--- src/rtl/hilo_muldiv_unit_pkg.sv ---
// Shared constants for the HI/LO multiply/divide unit.
// Holds the FSM state encodings, the bit positions inside the decoded
// MULT/DIV/MFHL/MTHL fields, and the fill bit used for LO on divide-by-zero.
package hilo_muldiv_unit_pkg;

  // FSM state encodings
  localparam logic [1:0] ST_IDLE = 2'd0;
  localparam logic [1:0] ST_MUL  = 2'd1;
  localparam logic [1:0] ST_DIV  = 2'd2;

  // Field bit positions: bit1 = unsigned variant / HI, bit0 = signed variant / LO
  localparam int FLD_U = 1;
  localparam int FLD_S = 0;

  // LO is filled with this bit on a zero divisor
  localparam logic DIV0_LO_BIT = 1'b1;

endpackage

--- src/rtl/hilo_muldiv_unit_div_iter.sv ---
// Unsigned radix-2 restoring divider core, one quotient bit per cycle.
// Latency: i_start in cycle T, o_done (with final quotient/remainder) in T+WIDTH.
// Backpressure: none; the owner must not pulse i_start while a divide runs.
// Ports: clk, resetn | i_start, i_dividend, i_divisor | o_quotient, o_remainder, o_done
module hilo_muldiv_unit_div_iter #(
  parameter int WIDTH = 32
) (
  input  logic             clk,
  input  logic             resetn,
  input  logic             i_start,
  input  logic [WIDTH-1:0] i_dividend,
  input  logic [WIDTH-1:0] i_divisor,
  output logic [WIDTH-1:0] o_quotient,
  output logic [WIDTH-1:0] o_remainder,
  output logic             o_done
);

  localparam int CW = $clog2(WIDTH);

  logic          r_run;
  logic [CW-1:0] r_cnt;
  logic [WIDTH-1:0] r_rem;
  logic [WIDTH-1:0] r_quo;  // dividend bits shift out of the top, quotient bits shift in
  logic [WIDTH-1:0] r_dvs;

  logic [WIDTH:0]   w_shift;
  logic [WIDTH:0]   w_diff;
  logic             w_ge;
  logic [WIDTH-1:0] w_rem_nxt;
  logic [WIDTH-1:0] w_quo_nxt;

  assign w_shift   = {r_rem, r_quo[WIDTH-1]};
  assign w_diff    = w_shift - {1'b0, r_dvs};
  assign w_ge      = ~w_diff[WIDTH];
  assign w_rem_nxt = w_ge ? w_diff[WIDTH-1:0] : w_shift[WIDTH-1:0];
  assign w_quo_nxt = {r_quo[WIDTH-2:0], w_ge};

  // Results are presented as next-state values so the owner can capture them
  // on the same edge that retires the last iteration.
  assign o_done      = r_run & (r_cnt == CW'(WIDTH - 1));
  assign o_quotient  = w_quo_nxt;
  assign o_remainder = w_rem_nxt;

  always_ff @(posedge clk or negedge resetn) begin
    if (!resetn) begin
      r_run <= 1'b0;
      r_cnt <= '0;
      r_rem <= '0;
      r_quo <= '0;
      r_dvs <= '0;
    end else if (i_start) begin
      r_run <= 1'b1;
      r_cnt <= '0;
      r_rem <= '0;
      r_quo <= i_dividend;
      r_dvs <= i_divisor;
    end else if (r_run) begin
      r_rem <= w_rem_nxt;
      r_quo <= w_quo_nxt;
      r_cnt <= r_cnt + 1'b1;
      if (o_done) r_run <= 1'b0;
    end
  end

endmodule

--- src/rtl/hilo_muldiv_unit.sv ---
// EX-stage HI/LO unit: mult[u], div[u], mthi/mtlo, mfhi/mflo.
// Latency: mult 2 cycles (busy 1), div WIDTH+1 cycles (busy WIDTH), mt 1, mf combinational.
// Backpressure: any HI/LO op while busy raises stall_req and is not accepted.
// Ports: clk, resetn | op_valid, flush, MULT, DIV, MFHL, MTHL, rs_value, rt_value
//        | hilo_rdata, busy, stall_req
module hilo_muldiv_unit
  import hilo_muldiv_unit_pkg::*;
#(
  parameter int WIDTH = 32
) (
  input  logic             clk,
  input  logic             resetn,
  input  logic             op_valid,
  input  logic             flush,
  input  logic [1:0]       MULT,
  input  logic [1:0]       DIV,
  input  logic [1:0]       MFHL,
  input  logic [1:0]       MTHL,
  input  logic [WIDTH-1:0] rs_value,
  input  logic [WIDTH-1:0] rt_value,
  output logic [WIDTH-1:0] hilo_rdata,
  output logic             busy,
  output logic             stall_req
);

  logic [1:0]       r_state;
  logic [WIDTH-1:0] r_hi;
  logic [WIDTH-1:0] r_lo;
  logic [WIDTH-1:0] r_opa;     // multiplicand, or original dividend for the zero-divisor result
  logic [WIDTH-1:0] r_opb;
  logic             r_mul_sgn;
  logic             r_q_neg;
  logic             r_r_neg;
  logic             r_dvz;

  logic             w_busy;
  logic             w_accept;
  logic             w_do_div;
  logic             w_do_mul;
  logic             w_do_mt;
  logic             w_div_sgn;
  logic             w_rs_neg;
  logic             w_rt_neg;
  logic [WIDTH-1:0] w_rs_abs;
  logic [WIDTH-1:0] w_rt_abs;
  logic [WIDTH-1:0] w_quo;
  logic [WIDTH-1:0] w_rem;
  logic             w_iter_done;
  logic             w_div_done;
  logic [WIDTH-1:0] w_q_fix;
  logic [WIDTH-1:0] w_r_fix;
  logic [2*WIDTH-1:0] w_a_ext;
  logic [2*WIDTH-1:0] w_b_ext;
  logic [2*WIDTH-1:0] w_prod;

  assign w_busy    = (r_state != ST_IDLE);
  assign w_accept  = op_valid & ~flush & ~w_busy;
  // Malformed vectors resolve DIV > MULT > MTHL
  assign w_do_div  = w_accept & (|DIV);
  assign w_do_mul  = w_accept & ~(|DIV) & (|MULT);
  assign w_do_mt   = w_accept & ~(|DIV) & ~(|MULT) & (|MTHL);

  assign w_div_sgn = ~DIV[FLD_U];
  assign w_rs_neg  = w_div_sgn & rs_value[WIDTH-1];
  assign w_rt_neg  = w_div_sgn & rt_value[WIDTH-1];
  assign w_rs_abs  = w_rs_neg ? -rs_value : rs_value;
  assign w_rt_abs  = w_rt_neg ? -rt_value : rt_value;

  hilo_muldiv_unit_div_iter #(.WIDTH(WIDTH)) u_div_iter (
    .clk         (clk),
    .resetn      (resetn),
    .i_start     (w_do_div),
    .i_dividend  (w_rs_abs),
    .i_divisor   (w_rt_abs),
    .o_quotient  (w_quo),
    .o_remainder (w_rem),
    .o_done      (w_iter_done)
  );

  assign w_div_done = (r_state == ST_DIV) & w_iter_done;
  // Truncating division: quotient sign is the XOR of operand signs, remainder follows dividend.
  // The most-negative / -1 case falls out naturally: |q| = 2^(W-1) negates to itself.
  assign w_q_fix = r_q_neg ? -w_quo : w_quo;
  assign w_r_fix = r_r_neg ? -w_rem : w_rem;

  // Sign- or zero-extend to 2*WIDTH so a single truncated multiply covers both forms
  assign w_a_ext = {{WIDTH{r_mul_sgn & r_opa[WIDTH-1]}}, r_opa};
  assign w_b_ext = {{WIDTH{r_mul_sgn & r_opb[WIDTH-1]}}, r_opb};
  assign w_prod  = w_a_ext * w_b_ext;

  always_ff @(posedge clk or negedge resetn) begin
    if (!resetn) begin
      r_state   <= ST_IDLE;
      r_opa     <= '0;
      r_opb     <= '0;
      r_mul_sgn <= 1'b0;
      r_q_neg   <= 1'b0;
      r_r_neg   <= 1'b0;
      r_dvz     <= 1'b0;
    end else begin
      case (r_state)
        ST_IDLE: begin
          if (w_do_div || w_do_mul) begin
            r_opa     <= rs_value;
            r_opb     <= rt_value;
            r_mul_sgn <= ~MULT[FLD_U];
            r_q_neg   <= w_rs_neg ^ w_rt_neg;
            r_r_neg   <= w_rs_neg;
            r_dvz     <= (rt_value == '0);
            r_state   <= w_do_div ? ST_DIV : ST_MUL;
          end
        end
        ST_MUL:  r_state <= ST_IDLE;
        ST_DIV:  if (w_iter_done) r_state <= ST_IDLE;
        default: r_state <= ST_IDLE;
      endcase
    end
  end

  always_ff @(posedge clk or negedge resetn) begin
    if (!resetn) begin
      r_hi <= '0;
      r_lo <= '0;
    end else if (r_state == ST_MUL) begin
      {r_hi, r_lo} <= w_prod;
    end else if (w_div_done) begin
      if (r_dvz) begin
        r_hi <= r_opa;
        r_lo <= {WIDTH{DIV0_LO_BIT}};
      end else begin
        r_hi <= w_r_fix;
        r_lo <= w_q_fix;
      end
    end else if (w_do_mt) begin
      if (MTHL[FLD_U]) r_hi <= rs_value;
      if (MTHL[FLD_S]) r_lo <= rs_value;
    end
  end

  assign hilo_rdata = MFHL[FLD_U] ? r_hi : (MFHL[FLD_S] ? r_lo : '0);
  assign busy       = w_busy;
  assign stall_req  = w_busy & op_valid & (|{MULT, DIV, MFHL, MTHL});

endmodule
--- config.mk ---
export PLATFORM = sky130hd
export DESIGN_NAME = hilo_muldiv_unit
export DESIGN_NICKNAME = d
export VERILOG_FILES = /design/src/rtl/hilo_muldiv_unit_pkg.sv /design/src/rtl/hilo_muldiv_unit_div_iter.sv /design/src/rtl/hilo_muldiv_unit.sv
export SDC_FILE = /design/constraint.sdc
export NUM_CORES = 2
export LEC_CHECK = 0
export ABC_AREA = 0
export CORE_MARGIN = 10
export CORE_UTILIZATION = 65
export CTS_BUF_LIST = sky130_fd_sc_hd__clkbuf_4 sky130_fd_sc_hd__clkbuf_8
export DETAILED_ROUTE_END_ITERATION = 10
export PLACE_DENSITY = 0.93
export SLEW_MARGIN = 20
export SYNTH_ARGS = -nofsm -noshare
export SYNTH_HDL_FRONTEND = slang
export SYNTH_HIERARCHICAL = 1
export SYNTH_SLANG_ARGS = --single-unit
export TNS_END_PERCENT = 10
--- constraint.sdc ---
create_clock -name clk -period 10.6 [get_ports clk]
set_input_delay 2.12 -clock clk [delete_from_list [all_inputs] [get_ports clk]]
set_output_delay 2.12 -clock clk [all_outputs]
set_load 0.02 [all_outputs]
==> metrics.txt <==
HP Class=reg -> reg; status=complete, no violations; kind of launch point of the worst setup path=flop; router iterations before antenna repair=8; Layout Area Growth over Synthesis=4.70%; via count of the first global-routing pass=49,000; shortest clock period the worst path allows after layout=9220 ps; CTS resizes=0; number of synthesis warnings=6; clock insertion delay at the later pin of the skew report=660 ps; unrepaired setup endpoints after global routing=false; count of flip-flops with a built-in enable after synthesis=0; CTS hold repair buffers=0; commonest cells after routing, fill and taps aside=inv_1 (1,184), fa_1 (1,125), nand2_1 (930); data required time of the worst path=11,070 ps; max-slew violation count=0; Setup TNS Final=0 ps; total routing usage reported by global routing=34.7%; overall via count from detail_route=44,200; max capacitance violation total=0; combined area of all synthesized cells=53,900 um2; count of endpoints failing hold in the final timing report=0; largest driver fanout on the critical path=19; leading cell type in the layout, fill and taps excluded=inv_1; grt total ovfl=0; number of instances in the synthesized netlist=6,031; flip-flop and latch count after synthesis=236; DP HPWL=128,000 um; Syn Area/Cell=8.94 um2; I/O pin count=110; CTS root buf=clkbuf_8; CTS tree=done; number of remaining DRC errors=0; number of buffers inserted during clock tree synthesis=44; FF-to-FF Start=r_opa[11]$_DFFE_PN0P_; source of the critical timing path=r_opa[11]$_DFFE_PN0P_; Worst path max stage delay=800 ps; Crit path buffers/inverters=8; starting density of the core=65.7%; start point of the worst min-delay path=r_lo[12]$_DFFE_PN0P_; share of async-settable or async-resettable flops after synthesis=100%; critical path's most frequent cell=fa_1; total detailed-routing wirelength=161,000 um; Die H=308 um; final core area utilization=68.8%; top flip-flop cell by instance count after synthesis=dfrtp_1; Core Area=82,100 um2; I/O Buffers=109; critical path capture point type=flop; remaining max-slew budget at the tightest pin=22.6%; wire length of the first global-routing pass=257,000 um; Post-CTS Setup Inserts=0; worst-path cell with the longest stage delay=dfrtp_1; post-DR vias/cell=6.33; Finish-stage setup viols=0; starting DRC count in detailed routing=4,475; startpoint-to-endpoint class of the critical path=reg -> reg; Avg WL per Cell=23.1 um; setup clock skew after layout=33.2 ps; number of rows in the core area=105; post-route clock period utilization=87.0%; number of nets in the layout=7,325; portion of the post-synthesis area used by sequential elements=11.0%; number of buffers on the longest clock path=3; overall die area=94,900 um2; Max Freq=108 MHz; Least-Margin Pin Slew=1160 ps; die width=308 um; Cell variety after synth=88; remaining antenna violation count after routing=0; Final GP Congestion=1.04; pin count of the biggest net entering global routing=97; post-CTS clock slew at the launch and capture registers of the worst setup and hold paths=60 ps; Crit path arrival time=9690 ps; share of post-route cells with drive strength above 1=5.67%; Clock Sinks=236; number of antenna violations at the first check in global routing=12; number of H-tree levels=2; syn_nets=7,483; Largest delay share family, worst path=adder cells
stage by stage:
step                setup slack, ps  hold WS, ps  cell area (um2)  std cells
floorplan                      2470          449            53900       6031
global placement               1860          462            55400       6897
detailed placement             1590          475            55400       6897
CTS                            1560          488            56400       6977
global route                    944          525            56400       6977
finish                         1380          492            56500       6982
area by class of cell:
type                            count  area (um2)
Tap cell                         1070        1340
Clock inverter                      7        75.1
Fill cell                        5711       25700
Clock buffer                       73         917
Antenna cell                        5        12.5
Inverter                         1185        4450
Sequential cell                   236        5910
Multi-Input combinational cell   4200       41900
Timing Repair Buffer              206        1830
registers in the layout (all words and copies together), names as in the netlist:
| signal | cells |
|---|---|
| r_q_neg | 1 |
| u_div_iter/r_rem | 32 |
| r_dvz | 1 |
| r_opb | 32 |
| r_hi | 32 |
| r_lo | 32 |
| u_div_iter/r_run | 1 |
| u_div_iter/r_quo | 32 |
| r_mul_sgn | 1 |
| r_state | 2 |
| r_r_neg | 1 |
| u_div_iter/r_dvs | 32 |
| r_opa | 32 |
| u_div_iter/r_cnt | 5 |
path summary, 6_finish.rpt:
kind | to | slack (ps) | cells past startpoint
min in group asynchronous | u_div_iter/r_dvs[20]$_DFFE_PN0P_ | 1490 | 1
hold reg to reg | r_lo[12]$_DFFE_PN0P_ | 490 | 2
setup / recovery | r_hi[30]$_DFFE_PN0P_ | 1380 | 28
max in group asynchronous | r_opa[7]$_DFFE_PN0P_ | 7570 | 2
hold / removal | r_lo[12]$_DFFE_PN0P_ | 490 | 2
setup reg to reg | r_hi[30]$_DFFE_PN0P_ | 1380 | 28
logic make-up after synthesis:
| kind of cell | share of synthesized area, % |
|---|---|
| AOI/OAI and AO/OA | 8.69 |
| and+or+nand+nor | 14.8 |
| muxes | 2.99 |
| xor gates and xnor gates | 3.59 |
| adders and majority gates | 47.6 |
| DFF | 11.0 |
| buffers and inverters | 11.4 |
cells in the mapped netlist, types with 45 or more instances:
library cell / instances / area, um2
a21o_1: 45 / 338
a21oi_1: 195 / 976
and2_1: 353 / 2210
clkbuf_1: 355 / 1330
dfrtp_1: 236 / 5910
fa_1: 1126 / 22500
ha_1: 250 / 3130
inv_1: 1184 / 4440
mux2_2: 67 / 754
mux2i_1: 54 / 541
nand2_1: 930 / 3490
nor2_1: 207 / 777
o21ai_0: 203 / 1020
xnor2_1: 131 / 1150
xor2_1: 90 / 788
tightest hold or removal path, cell delays in order (launching register included):
cell and delay [ps]:
dfrtp_1 340, nand2_1 40, o21ai_0 70
per-layer routing:
| layer | track usage, % | up-vias | wire length (um) |
|---|---|---|---|
| met3 | 9.89 | 1121 | 19800 |
| met2 | 55.4 | 3287 | 74900 |
| met4 | 27.5 | 4 | 15100 |
| li1 | - | 18000 | - |
| met1 | 38.8 | 21800 | 51400 |
| met5 | 0 | - | 24 |
Power is not shown: default switching activity piles up to over one toggle a cycle in this logic, so the estimate is an artifact.
